===== src/rtl/sevseg_pkg.sv =====
// Shared symbol codes, segment patterns and decode for the 7-segment scanner.
// The blink phase type is used only when SEVSEG_BLINK_EN is defined.
package sevseg_pkg;

  localparam logic [3:0] SYM_P     = 4'd10;
  localparam logic [3:0] SYM_UP    = 4'd11;
  localparam logic [3:0] SYM_DOWN  = 4'd12;
  localparam logic [3:0] SYM_DASH  = 4'd13;
  localparam logic [3:0] SYM_BLANK = 4'd15;

  localparam logic [6:0] SEG_OFF = 7'b111_1111;

  typedef enum logic {
    PH_ON  = 1'b0,
    PH_OFF = 1'b1
  } phase_e;

  // Segments are {g,f,e,d,c,b,a}, active-low.
  function automatic logic [6:0] seg_decode(
    input logic [3:0] s
  );
    logic [6:0] seg;
    seg = SEG_OFF;
    case (s)
      4'd0:     seg = 7'b100_0000;
      4'd1:     seg = 7'b111_1001;
      4'd2:     seg = 7'b010_0100;
      4'd3:     seg = 7'b011_0000;
      4'd4:     seg = 7'b001_1001;
      4'd5:     seg = 7'b001_0010;
      4'd6:     seg = 7'b000_0010;
      4'd7:     seg = 7'b111_1000;
      4'd8:     seg = 7'b000_0000;
      4'd9:     seg = 7'b001_0000;
      SYM_P:    seg = 7'b000_1100;
      SYM_UP:   seg = 7'b101_1100;
      SYM_DOWN: seg = 7'b110_0011;
      SYM_DASH: seg = 7'b011_1111;
      default:  seg = SEG_OFF;
    endcase
    return seg;
  endfunction

endpackage


===== src/rtl/sevseg_if.sv =====
// Producer-side bundle for the scanner: symbol word, load strobe,
// display overrides and the status flags returned to the producer.
interface sevseg_if;

  logic [15:0] sym;
  logic        load;
  logic [3:0]  blink_mask;
  logic        blank;
  logic        busy;
  logic        frame_done;

  modport master (
    output sym,
    output load,
    output blink_mask,
    output blank,
    input  busy,
    input  frame_done
  );

  modport slave (
    input  sym,
    input  load,
    input  blink_mask,
    input  blank,
    output busy,
    output frame_done
  );

endinterface


===== src/rtl/sevseg_decoder.sv =====
// Combinational symbol to active-low segment decoder, shared by
// other display blocks.
module sevseg_decoder
  import sevseg_pkg::*;
(
  input  logic [3:0] sym,
  output logic [6:0] seg
);

  assign seg = seg_decode(sym);

endmodule


===== src/rtl/sevseg_scanner.sv =====
// 4-digit multiplexed 7-segment driver with frame-aligned commit.
// Define SEVSEG_BLINK_EN to enable per-digit blinking.
module sevseg_scanner
  import sevseg_pkg::*;
#(
  parameter int SCAN_DIV     = 100000,
  parameter int BLINK_FRAMES = 125
) (
  input  logic       clk,
  input  logic       rst,
  sevseg_if.slave    bus,
  output logic [3:0] DIGIT,
  output logic [6:0] DISPLAY
);

  localparam int CW = (SCAN_DIV > 2) ? $clog2(SCAN_DIV) : 1;

  logic [CW-1:0] cnt;
  logic [1:0]    idx;
  logic [15:0]   staging;
  logic [15:0]   shadow;
  logic          pend;
  logic          frame_done;
  logic          tick;
  logic          boundary;
  logic [3:0]    cur_sym;
  logic [6:0]    cur_seg;
  logic          blink_off;

  assign tick     = (cnt == CW'(SCAN_DIV - 1));
  assign boundary = tick && (idx == 2'd3);

  always_ff @(posedge clk or posedge rst) begin
    if (rst) begin
      cnt <= '0;
      idx <= 2'd0;
    end else if (tick) begin
      cnt <= '0;
      idx <= idx + 2'd1;
    end else begin
      cnt <= cnt + 1'b1;
    end
  end

  // A load in the boundary cycle lands in staging while shadow
  // takes the older staged value; pend stays set for the next frame.
  always_ff @(posedge clk or posedge rst) begin
    if (rst) begin
      staging <= 16'hFFFF;
      shadow  <= 16'hFFFF;
      pend    <= 1'b0;
    end else begin
      if (bus.load)
        staging <= bus.sym;
      if (boundary && pend)
        shadow <= staging;
      if (bus.load)
        pend <= 1'b1;
      else if (boundary)
        pend <= 1'b0;
    end
  end

  always_ff @(posedge clk or posedge rst) begin
    if (rst)
      frame_done <= 1'b0;
    else
      frame_done <= boundary;
  end

  assign bus.busy       = pend;
  assign bus.frame_done = frame_done;

  assign cur_sym = shadow[{idx, 2'b00} +: 4];

  sevseg_decoder u_dec (
    .sym (cur_sym),
    .seg (cur_seg)
  );

`ifdef SEVSEG_BLINK_EN
  localparam int FW = (BLINK_FRAMES > 2) ? $clog2(BLINK_FRAMES) : 1;

  logic [FW-1:0] fcnt;
  phase_e        phase;

  always_ff @(posedge clk or posedge rst) begin
    if (rst) begin
      fcnt  <= '0;
      phase <= PH_ON;
    end else if (boundary) begin
      if (fcnt == FW'(BLINK_FRAMES - 1)) begin
        fcnt  <= '0;
        phase <= (phase == PH_ON) ? PH_OFF : PH_ON;
      end else begin
        fcnt <= fcnt + 1'b1;
      end
    end
  end

  assign blink_off = (phase == PH_OFF) && bus.blink_mask[idx];
`else
  logic unused_blink;
  assign unused_blink = (^bus.blink_mask) ^ (BLINK_FRAMES > 0);
  assign blink_off    = 1'b0;
`endif

  // Overrides gate segments only; digit scanning never stops.
  always_ff @(posedge clk or posedge rst) begin
    if (rst) begin
      DIGIT   <= 4'b1111;
      DISPLAY <= SEG_OFF;
    end else begin
      DIGIT <= ~(4'b0001 << idx);
      if (bus.blank || blink_off)
        DISPLAY <= SEG_OFF;
      else
        DISPLAY <= cur_seg;
    end
  end

endmodule


===== src/flat_wrapper.sv =====
// flat-port wrapper written by rule: the top's interface ports become plain ports
module sevseg_scanner_flat import sevseg_pkg::*;
#(
  parameter int SCAN_DIV     = 100000,
  parameter int BLINK_FRAMES = 125
)
  (clk, rst, DIGIT, DISPLAY, bus_sym, bus_load, bus_blink_mask, bus_blank, bus_busy, bus_frame_done);
  sevseg_if bus_i ();
  input  logic clk;
  input  logic rst;
  output logic [3:0] DIGIT;
  output logic [6:0] DISPLAY;
  input wire logic [$bits(bus_i.sym)-1:0] bus_sym;
  input wire logic [$bits(bus_i.load)-1:0] bus_load;
  input wire logic [$bits(bus_i.blink_mask)-1:0] bus_blink_mask;
  input wire logic [$bits(bus_i.blank)-1:0] bus_blank;
  output wire logic [$bits(bus_i.busy)-1:0] bus_busy;
  output wire logic [$bits(bus_i.frame_done)-1:0] bus_frame_done;
  assign bus_i.sym = bus_sym;
  assign bus_i.load = bus_load;
  assign bus_i.blink_mask = bus_blink_mask;
  assign bus_i.blank = bus_blank;
  assign bus_busy = bus_i.busy;
  assign bus_frame_done = bus_i.frame_done;
  sevseg_scanner #(.SCAN_DIV(SCAN_DIV), .BLINK_FRAMES(BLINK_FRAMES)) u_core (.clk(clk), .rst(rst), .bus(bus_i), .DIGIT(DIGIT), .DISPLAY(DISPLAY));
endmodule

===== config.mk =====
export PLATFORM = sky130hd
export DESIGN_NAME = sevseg_scanner_flat
export DESIGN_NICKNAME = d
export VERILOG_FILES = /design/src/rtl/sevseg_pkg.sv /design/src/rtl/sevseg_if.sv /design/src/rtl/sevseg_decoder.sv /design/src/rtl/sevseg_scanner.sv /design/src/flat_wrapper.sv
export SDC_FILE = /design/constraint.sdc
export NUM_CORES = 1
export LEC_CHECK = 0
export CORE_ASPECT_RATIO = 0.8
export CORE_UTILIZATION = 50
export DETAILED_ROUTE_END_ITERATION = 6
export PLACE_DENSITY = 0.81
export SYNTH_ARGS = -nofsm -noshare
export SYNTH_HDL_FRONTEND = slang
export SYNTH_SLANG_ARGS = --single-unit

===== constraint.sdc =====
create_clock -name clk -period 1.9 [get_ports clk]
set_input_delay 0.38 -clock clk [delete_from_list [all_inputs] [get_ports clk]]
set_output_delay 0.38 -clock clk [all_outputs]
set_load 0.02 [all_outputs]

==> flow_metrics.py <==
metrics = {
    "final_layout": {
        "regArea_sq_mm": 0.00166,
        "area_delta_synth_final_pct": 25.3,
        "drive_gt1_share_pct": 44.1,
        "n_antenna_cell": 0,
        "fin_area_sq_mm": 0.00370,
        "multi_input_comb_area_sq_mm": 0.00119,
        "nNetsFinal": 301,
        "n_fill_cell": 394,
    },
    "global_routing": {
        "grt_util_all_layers_pct": 19.0,
        "grt_pass1_wl_mm": 8.50,
        "antenna_found_initial": 0,
        "grt_start_max_net_pins": 65,
        "grt_overflow": 0,
        "grt_pass1_vias": 1718,
    },
    "route": {
        "via_count": 1801,
        "dr.max_layer_used": "met4",
        "wl_met3_um": 250,
        "postRouteWirelength_mm": 5.25,
        "wl_per_cell_um": 15.0,
        "dr.pass1.iters": 4,
        "drtAntennaViolNets": 0,
        "viasPerCell": 5.15,
        "wl_met1_mm": 2.48,
        "dr.first_iter.drc_count": 132,
        "met2_length_mm": 2.45,
        "drc": 0,
    },
    "clock_network": {
        "cts_hold_buffers": 0,
        "cts_buffers": 9,
        "cts_sinks": 64,
        "cts.htree.levels": 3,
        "clkTransAtPathRegs_ps": 70,
        "clock_latency_ps": 350,
        "cts_tree": "done",
        "root_buffer": "clkbuf_8",
        "clk_path_buf_depth": 2,
    },
    "worst_setup_path": {
        "required_ps": 2180,
        "cp-start-kind": "flip-flop",
        "crit_path_start": "u_core.idx[0]",
        "crit_arrival_ps": 2160,
        "r2r_start": "u_core.idx[0]",
        "rr_endpoint": "u_core.DISPLAY[2]",
        "worst-setup-path-type": "flip-flop to flip-flop",
        "r2r.worst_path.cells": 5,
        "r2r_slack_ps": 20,
        "cp-end-kind": "flip-flop",
        "cp_max_fo": 5,
    },
    "logic_synthesis": {
        "yosysUniqueCellTypes": 40,
        "synth_common_cells": "43 x dfstp_2, 22 x mux2_2, 21 x dfrtp_1",
        "synth_cells": 217,
        "syn_area_sq_mm": 0.00295,
        "synth-edff-count": 0,
        "ys.flop_type": "dfstp_2",
        "synth_seq_area_share_pct": 56.1,
        "syn_nets": 251,
        "avgSynthCellArea_sq_um": 13.6,
        "yosysTopAreaCellShare_pct": 38.3,
        "async_flop_share_pct": 100,
        "synth_most_common_cell": "dfstp_2",
        "synth_seq_cells": 64,
        "yosysTopAreaCell": "dfstp_2",
        "synth_warnings": 0,
        "synth.area.top_cells": "dfstp_2 38%, dfrtp_1 18%, mux2_2 8.4%, mux2_4 5.1%, ha_1 4.2%",
    },
    "worst_hold_path": {
        "hp-class": "primary input to async pin",
    },
    "run_status": {
        "status": "complete, no violations",
    },
    "sta": {
        "relSlewSlack_pct": 69.0,
        "fin_setup_tns_ps": 0,
        "max_freq_mhz": 532,
        "period_minus_slack_ps": 1880,
        "rsz0062_at_grt": "yes",
        "setup_viol": 0,
        "clock_skew_ps": 6.44,
        "maxSlewViolCount": 0,
        "period_share_pct": 99.0,
        "tightest_slew_ps": 461,
        "final_hold_viol_count": 0,
    },
    "die": {
        "die_w_um": 87.9,
        "fp-row-count": 24,
        "coreArea_sq_mm": 0.00556,
        "dieArea_sq_mm": 0.00622,
        "io_pins": 37,
        "die_height_um": 70.7,
        "start_util_pct": 53.1,
    },
    "power_and_ir_drop": {
        "powerDensity_mw_per_mm2": 765,
        "leakagePower_nw": 1.48,
        "peakVddDrop_v": 0.000476,
    },
    "placement": {
        "place_hpwl_mm": 3.40,
        "io_buffers": 32,
        "dpl_cell_area_sq_mm": 0.00342,
        "finalWeightedCongestion": 0.807,
    },
    "flow_run": {
        "cap_viol_max_count": 0,
    },
}
## placed cells by master, fill, tap and decap left out, types with 10 or more instances in the layout
master	n
clkdlybuf4s50_1	32
buf_4	11
inv_1	12
dfstp_2	43
xnor2_1	12
mux2_4	10
nand2_1	10
dfrtp_1	20
mux2_2	22
## state kept, by name, indices dropped and copies added (netlist names)
name	cells
u_core.DIGIT	4
u_core.DISPLAY	7
u_core.bus.busy	1
u_core.bus.frame_done	1
u_core.cnt	17
u_core.idx	2
u_core.shadow	16
u_core.staging	16
## final cells by class
cell class	instances	share of cell area [%]
tap	78	2.64
sequential	64	44.8
clock buffer	10	4.03
inverter	15	1.62
clock inverter	6	1.79
timing repair buffer	47	12.8
multi-input combinational	130	32.3
## report_power, final
group	switching [mW]	internal, mW	total (mW)
clock	0.539	0.686	1.23
combinational	0.0616	0.0840	0.146
sequential	0.0220	1.44	1.46
total	0.623	2.21	2.83
## per-layer routing
metal | vias up | global-route usage [%]
met5 | - | 0
met3 | 7 | 6.65
met2 | 42 | 27.2
li1 | 858 | -
met4 | 0 | 9.84
met1 | 894 | 25.7
## worst max-delay path, stage by stage (launching register included)
cell and delay (ps):
dfrtp_2 440, mux4_2 590, buf_4 170, ha_1 210, nor3b_1 140, a211o_1 270
## worst max-delay path by stage
stage	slack, ps	end
after global placement	60	u_core.DISPLAY[2]
final	20	u_core.DISPLAY[2]
after detailed placement	20	u_core.DISPLAY[2]
after CTS	6	u_core.DISPLAY[2]
after global routing	-40	u_core.DISPLAY[2]
after floorplan	30	u_core.shadow[0]
## what timing repair did
action,4_1_cts,5_1_grt
gates resized for setup,0,5
hold endpoints to repair,0,0
endpoints found under the setup margin,0,15
buffers inserted,0,3
## through the flow
step	power [mW]	util, %	hold WS [ps]	setup slack [ps]	cells
after global routing	2.94	66.6	493	-38.2	350
final	2.83	66.6	469	19.3	350
after CTS	2.86	65.4	473	5.64	347
after global placement	1.62	61.5	494	62.0	331
after floorplan	1.55	-	473	29.6	217
after detailed placement	1.63	61.5	504	16.9	331
## cell families (layout without fill, tap and decap cells)
kind of cell	count (synthesis)	in the layout	share of synthesized area [%]
flops	64	64	56.1
simple gates	50	50	10.2
mux	41	41	18.2
compound gates	15	15	3.18
xor+xnor	14	14	4.15
buf+inv	23	78	3.90
fa+ha+maj	10	10	4.24
(Power assumes the default switching activity.)
==> patch 1, RTL diff (same settings) <==
Build with the macro `SEVSEG_BLINK_EN` defined.
--- a/src/rtl/sevseg_scanner.sv
+++ b/src/rtl/sevseg_scanner.sv
@@ -2,2 +2,4 @@
 // Define SEVSEG_BLINK_EN to enable per-digit blinking.
+`define SEVSEG_BLINK_EN
+
 module sevseg_scanner
Formal check against the unedited RTL: same outputs for any inputs over 10 cycles, from zero or initial values and one cycle with rst high; that may be too few to reach the edited logic, so the function may still have changed.
==> patch 1 against the unedited design <==
Synthesized cell count grew 23%. Power grew 6.9%. Design area grew 12%. Sequential cell count grew 8. Routed wire length grew 23%. Synthesized area grew 16%. Fmax grew 1.8%. Combinational power grew 12%. Worst setup slack gained 0.033 ns. Count of clock-buffer cells in the layout shrank 1. Critical path type is now reg -> out. Largest power group unchanged. Highest routed layer unchanged.
==> patch 1: results (changes against the unedited design) <==
critical_path:
  reg2reg_depth: 6  # was 5
  worst_setup_path_startpoint: "u_core.DIGIT[0]"  # was u_core.idx[0]
  r2r_setup_slack_ns: 0.11  # was 0.02 ns
  setup.worst_path.end: "DIGIT[0]"  # was u_core.DISPLAY[2]
  critPathMaxFanout: 1  # was 5
  crit_arrival_ns: 1.47  # was 2.16 ns
  reg2reg_to: "u_core.shadow[13]"  # was u_core.DISPLAY[2]
  critical-path-top-delay-family: "buffers and inverters"  # was multiplexers
  rr_startpoint: "u_core.cnt[0]"  # was u_core.idx[0]
  critical_path.slowest_cell: "clkdlybuf4s50_1"  # was mux4_2
timing:
  layout_setup_ws_ns: 0.0523  # was 0.0193 ns
  relative_slew_slack_pct: 67.5  # was 69.0%
  clock-skew-final_ns: 0.0110  # was 0.00644 ns
pwr:
  cellLeakagePower_nw: 1.72  # was 1.48 nW
  vdd_drop_max_mv: 0.538  # was 0.476 mV
logic_synthesis:
  ys.warnings.count: 0  # unchanged
  ys_seq_area_share_pct: 54.3  # was 56.1%
  share_of_synthesized_cell_area_in_full_adder_half_adder_and_majority_cells_pct: 4.39  # was 4.24%
  synth_mux_area_share_pct: 14.8  # was 18.2%
  synthesis.instances: 266  # was 217
  ys_top_cells_by_area: "dfstp_2 33%, dfrtp_1 21%, mux2_2 11%, ha_1 4.4%, mux4_2 3.3%"  # was dfstp_2 38%, dfrtp_1 18%, mux2_2 8.4%, mux2_4 5.1%, ha_1 4.2%
  number_of_library_cell_types_mapped_by_synthesis: 49  # was 40
  synthesized_area_fraction_occupied_by_ao_oa_aoi_and_oai_cells_pct: 6.33  # was 3.18%
  post_synth_xor_area_fraction_pct: 3.84  # was 4.15%
  syn-num-nets: 302  # was 251
  yosys-top-cells-count: "43 x dfstp_2, 33 x mux2_2, 29 x dfrtp_1"  # was 43 x dfstp_2, 22 x mux2_2, 21 x dfrtp_1
placement:
  dp_slack_ns: 0.0965  # was 0.0169 ns
  place_congestion: 0.882  # was 0.807
  detailed_place.area_um2: 3940  # was 3420 um2
  cells_after_dpl: 389  # was 331
  io_buffers: 36  # was 32
  dp.final_hpwl_mm: 4.42  # was 3.40 mm
detailed_routing:
  post_drt_wl_per_cell_um: 16.0  # was 15.0 um
  firstDrtPassIters: 4  # unchanged
  drt-initial-drc-count: 130  # was 132
  post_drt_via_cell_ratio: 5.49  # was 5.15
  routed-via-count: 2222  # was 1801
cells_and_area:
  nets: 352  # was 301
  drive_gt1_share_pct: 39.9  # was 44.1%
  antenna-diode-count: 0  # unchanged
clock_network:
  cts_buffers: 9  # unchanged
  cts_hold_buffers: 0  # unchanged
  clockBufferDepth: 2  # unchanged
  ctsHtreeMaxLevel: 3  # unchanged
global_routing:
  first_pass_grt_wire_length_mm: 11.0  # was 8.50 mm
  grt.total_usage_pct: 20.2  # was 19.0%
  grt_max_degree: 73  # was 65
worst_hold_path:
  min-delay-path-class: "reg -> reg"  # was in -> async
  hp-start: "u_core.cnt[0]"
status:
  run_status: "completed"  # unchanged
[patch 1: changes by cell type after synthesis, sizes merged, moves of 3 or more]
| cell | delta |
|---|---|
| and3 | +3 |
| dfrtp | +8 |
| inv | +3 |
| mux2i | -3 |
| nand3 | +3 |
| nand4 | +3 |
| nor2 | +6 |
| o21ai | +3 |
| xnor2 | -4 |
| xor2 | +5 |
[patch 1: kinds of logic after synthesis]
kind of cell / count (synthesis)
buffers and inverters: 28
adders and majority gates: 12
and+or+nand+nor: 69
AOI/OAI and AO/OA: 30
xor gates and xnor gates: 15
DFF: 72
muxes: 40
[patch 1: layer usage]
| metal | share of wire [%] | GRT usage [%] | vias to the layer above |
|---|---|---|---|
| met4 | 1.3 | 6.92 | 0 |
| met5 | 0 | 0 | - |
| met1 | 48 | 29.0 | 1120 |
| li1 | - | - | 1044 |
| met2 | 47 | 29.8 | 51 |
| met3 | 3.6 | 4.92 | 7 |
[patch 1: where the power goes]
| part | total (mW) | leakage [nW] | switching (mW) | internal (mW) |
|---|---|---|---|---|
| Clock | 1.24 | 0.106 | 0.613 | 0.623 |
| Sequential | 1.63 | 0.831 | 0.0204 | 1.61 |
| Combinational | 0.164 | 0.780 | 0.0692 | 0.0947 |
| Total | 3.03 | 1.72 | 0.703 | 2.32 |
[patch 1: area by class of cell]
class	count	area, um2
Timing Repair Buffer	49	483
Fill cell	495	2360
Clock buffer	9	124
Tap cell	84	105
Sequential cell	72	1860
Multi-Input combinational cell	166	1430
Clock inverter	7	78.8
Inverter	18	71.3
[patch 1: metrics by stage]
stage,utilization (%),hold WS (ns)
floorplan,-,0.424
global placement,60.5,0.443
detailed placement,60.5,0.457
CTS,63.6,0.468
global route,63.8,0.508
finish,63.8,0.465
==> patch 2, RTL diff (same settings) <==
Made on the original files. Remove the register `DIGIT`: a continuous assignment takes its place, so the output `DIGIT` follows one clock earlier.
--- a/src/rtl/sevseg_scanner.sv
+++ b/src/rtl/sevseg_scanner.sv
@@ -110,6 +110,4 @@
     if (rst) begin
-      DIGIT   <= 4'b1111;
       DISPLAY <= SEG_OFF;
     end else begin
-      DIGIT <= ~(4'b0001 << idx);
       if (bus.blank || blink_off)
@@ -121,2 +119,4 @@
 
+  assign DIGIT = ~(4'b0001 << idx);
+
 endmodule
Check against the original RTL: not equivalent (Yosys sat finds a counterexample within 4 cycles, from zero or initial values and one cycle with rst high).
==> patch 2 against the unedited design <==
The flow now finishes with violations (negative setup slack). Global-route usage rose by 2.4 points. Power is 9.4% lower. Routed wire length increased by 7.9%. Worst setup slack worse by 0.13 ns. Sequential cell count shrank 4. Synthesized area fell by 4.4%. Design area is 1.6% higher. Sequential share of layout area is 3.5 points lower. Via count grew 2.3%.
==> patch 2: results (changes against the unedited design) <==
status:
  run_status: "finished, violations left"  # was completed
  violated_checks: "negative setup slack"
detailed_routing:
  wl_met3_um: 267  # was 250 um
  drt-initial-drc-count: 78  # was 132
  wl_met1_mm: 2.68  # was 2.48 mm
placement:
  dp_slack_ns: -0.120  # was 0.0169 ns
  cells_after_dpl: 339  # was 331
timing:
  finalSetupViolCount: 16  # was 0
  relative_slew_slack_pct: 75.5  # was 69.0%
  totalNegativeSetupSlack_ns: -1.59  # was 0 ns
  layout_setup_ws_ns: -0.111  # was 0.0193 ns
cells_and_area:
  nets: 315  # was 301
  nFillCells: 390  # was 394
  area_overhead_vs_synth_pct: 33.0  # was 25.3%
logic_synthesis:
  syn-num-nets: 245  # was 251
  number_of_library_cell_types_mapped_by_synthesis: 36  # was 40
  average_footprint_of_a_synthesized_cell_um2: 13.4  # was 13.6 um2
clock_network:
  cts_resized: 15  # was 0
  postCtsSetupBuffers: 3  # was 0
global_routing:
  grt_pass1_vias: 1884  # was 1718
  grt_max_degree: 23  # was 65
  grt_util_met1_pct: 29.1  # was 25.7%
  use_met2_pct: 30.6  # was 27.2%
critical_path:
  critical-path-top-delay-family: "simple AND/OR/NAND/NOR gates"  # was multiplexers
  critical_path.slowest_cell: "or4bb_4"  # was mux4_2
pwr:
  seq_power_mw: 1.37  # was 1.46 mW
  power.share.sequential_pct: 53.6  # was 51.5%
-- patch 2: cell count changes after synthesis, sizes merged, moves of 2 or more --
| cell | unedited run | this run |
|---|---|---|
| and4bb | 2 | 0 |
| xor2 | 2 | 9 |
| clkbuf | 2 | 7 |
| and3 | 3 | 6 |
| dfstp | 43 | 39 |
| nor3 | 6 | 1 |
| buf | 6 | 2 |
| nor2 | 6 | 11 |
| nand2 | 10 | 6 |
| xnor2 | 12 | 5 |
-- patch 2: area by class of cell --
class	instances	share of cell area, %
flip-flops and latches	60	41.3
multi-input cells	127	32.6
repair buffers	68	17.3
clock buffers	12	4.43
well taps	78	2.60
inverters	15	1.57
clock inverters	2	0.267
-- patch 2: logic make-up after synthesis --
| group | synth area share, % |
|---|---|
| AOI/OAI and AO/OA | 3.28 |
| xor gates and xnor gates | 4.34 |
| adders and majority gates | 4.43 |
| buffers and inverters | 4.03 |
| DFF | 54.9 |
| muxes | 19.1 |
| and+or+nand+nor | 9.93 |
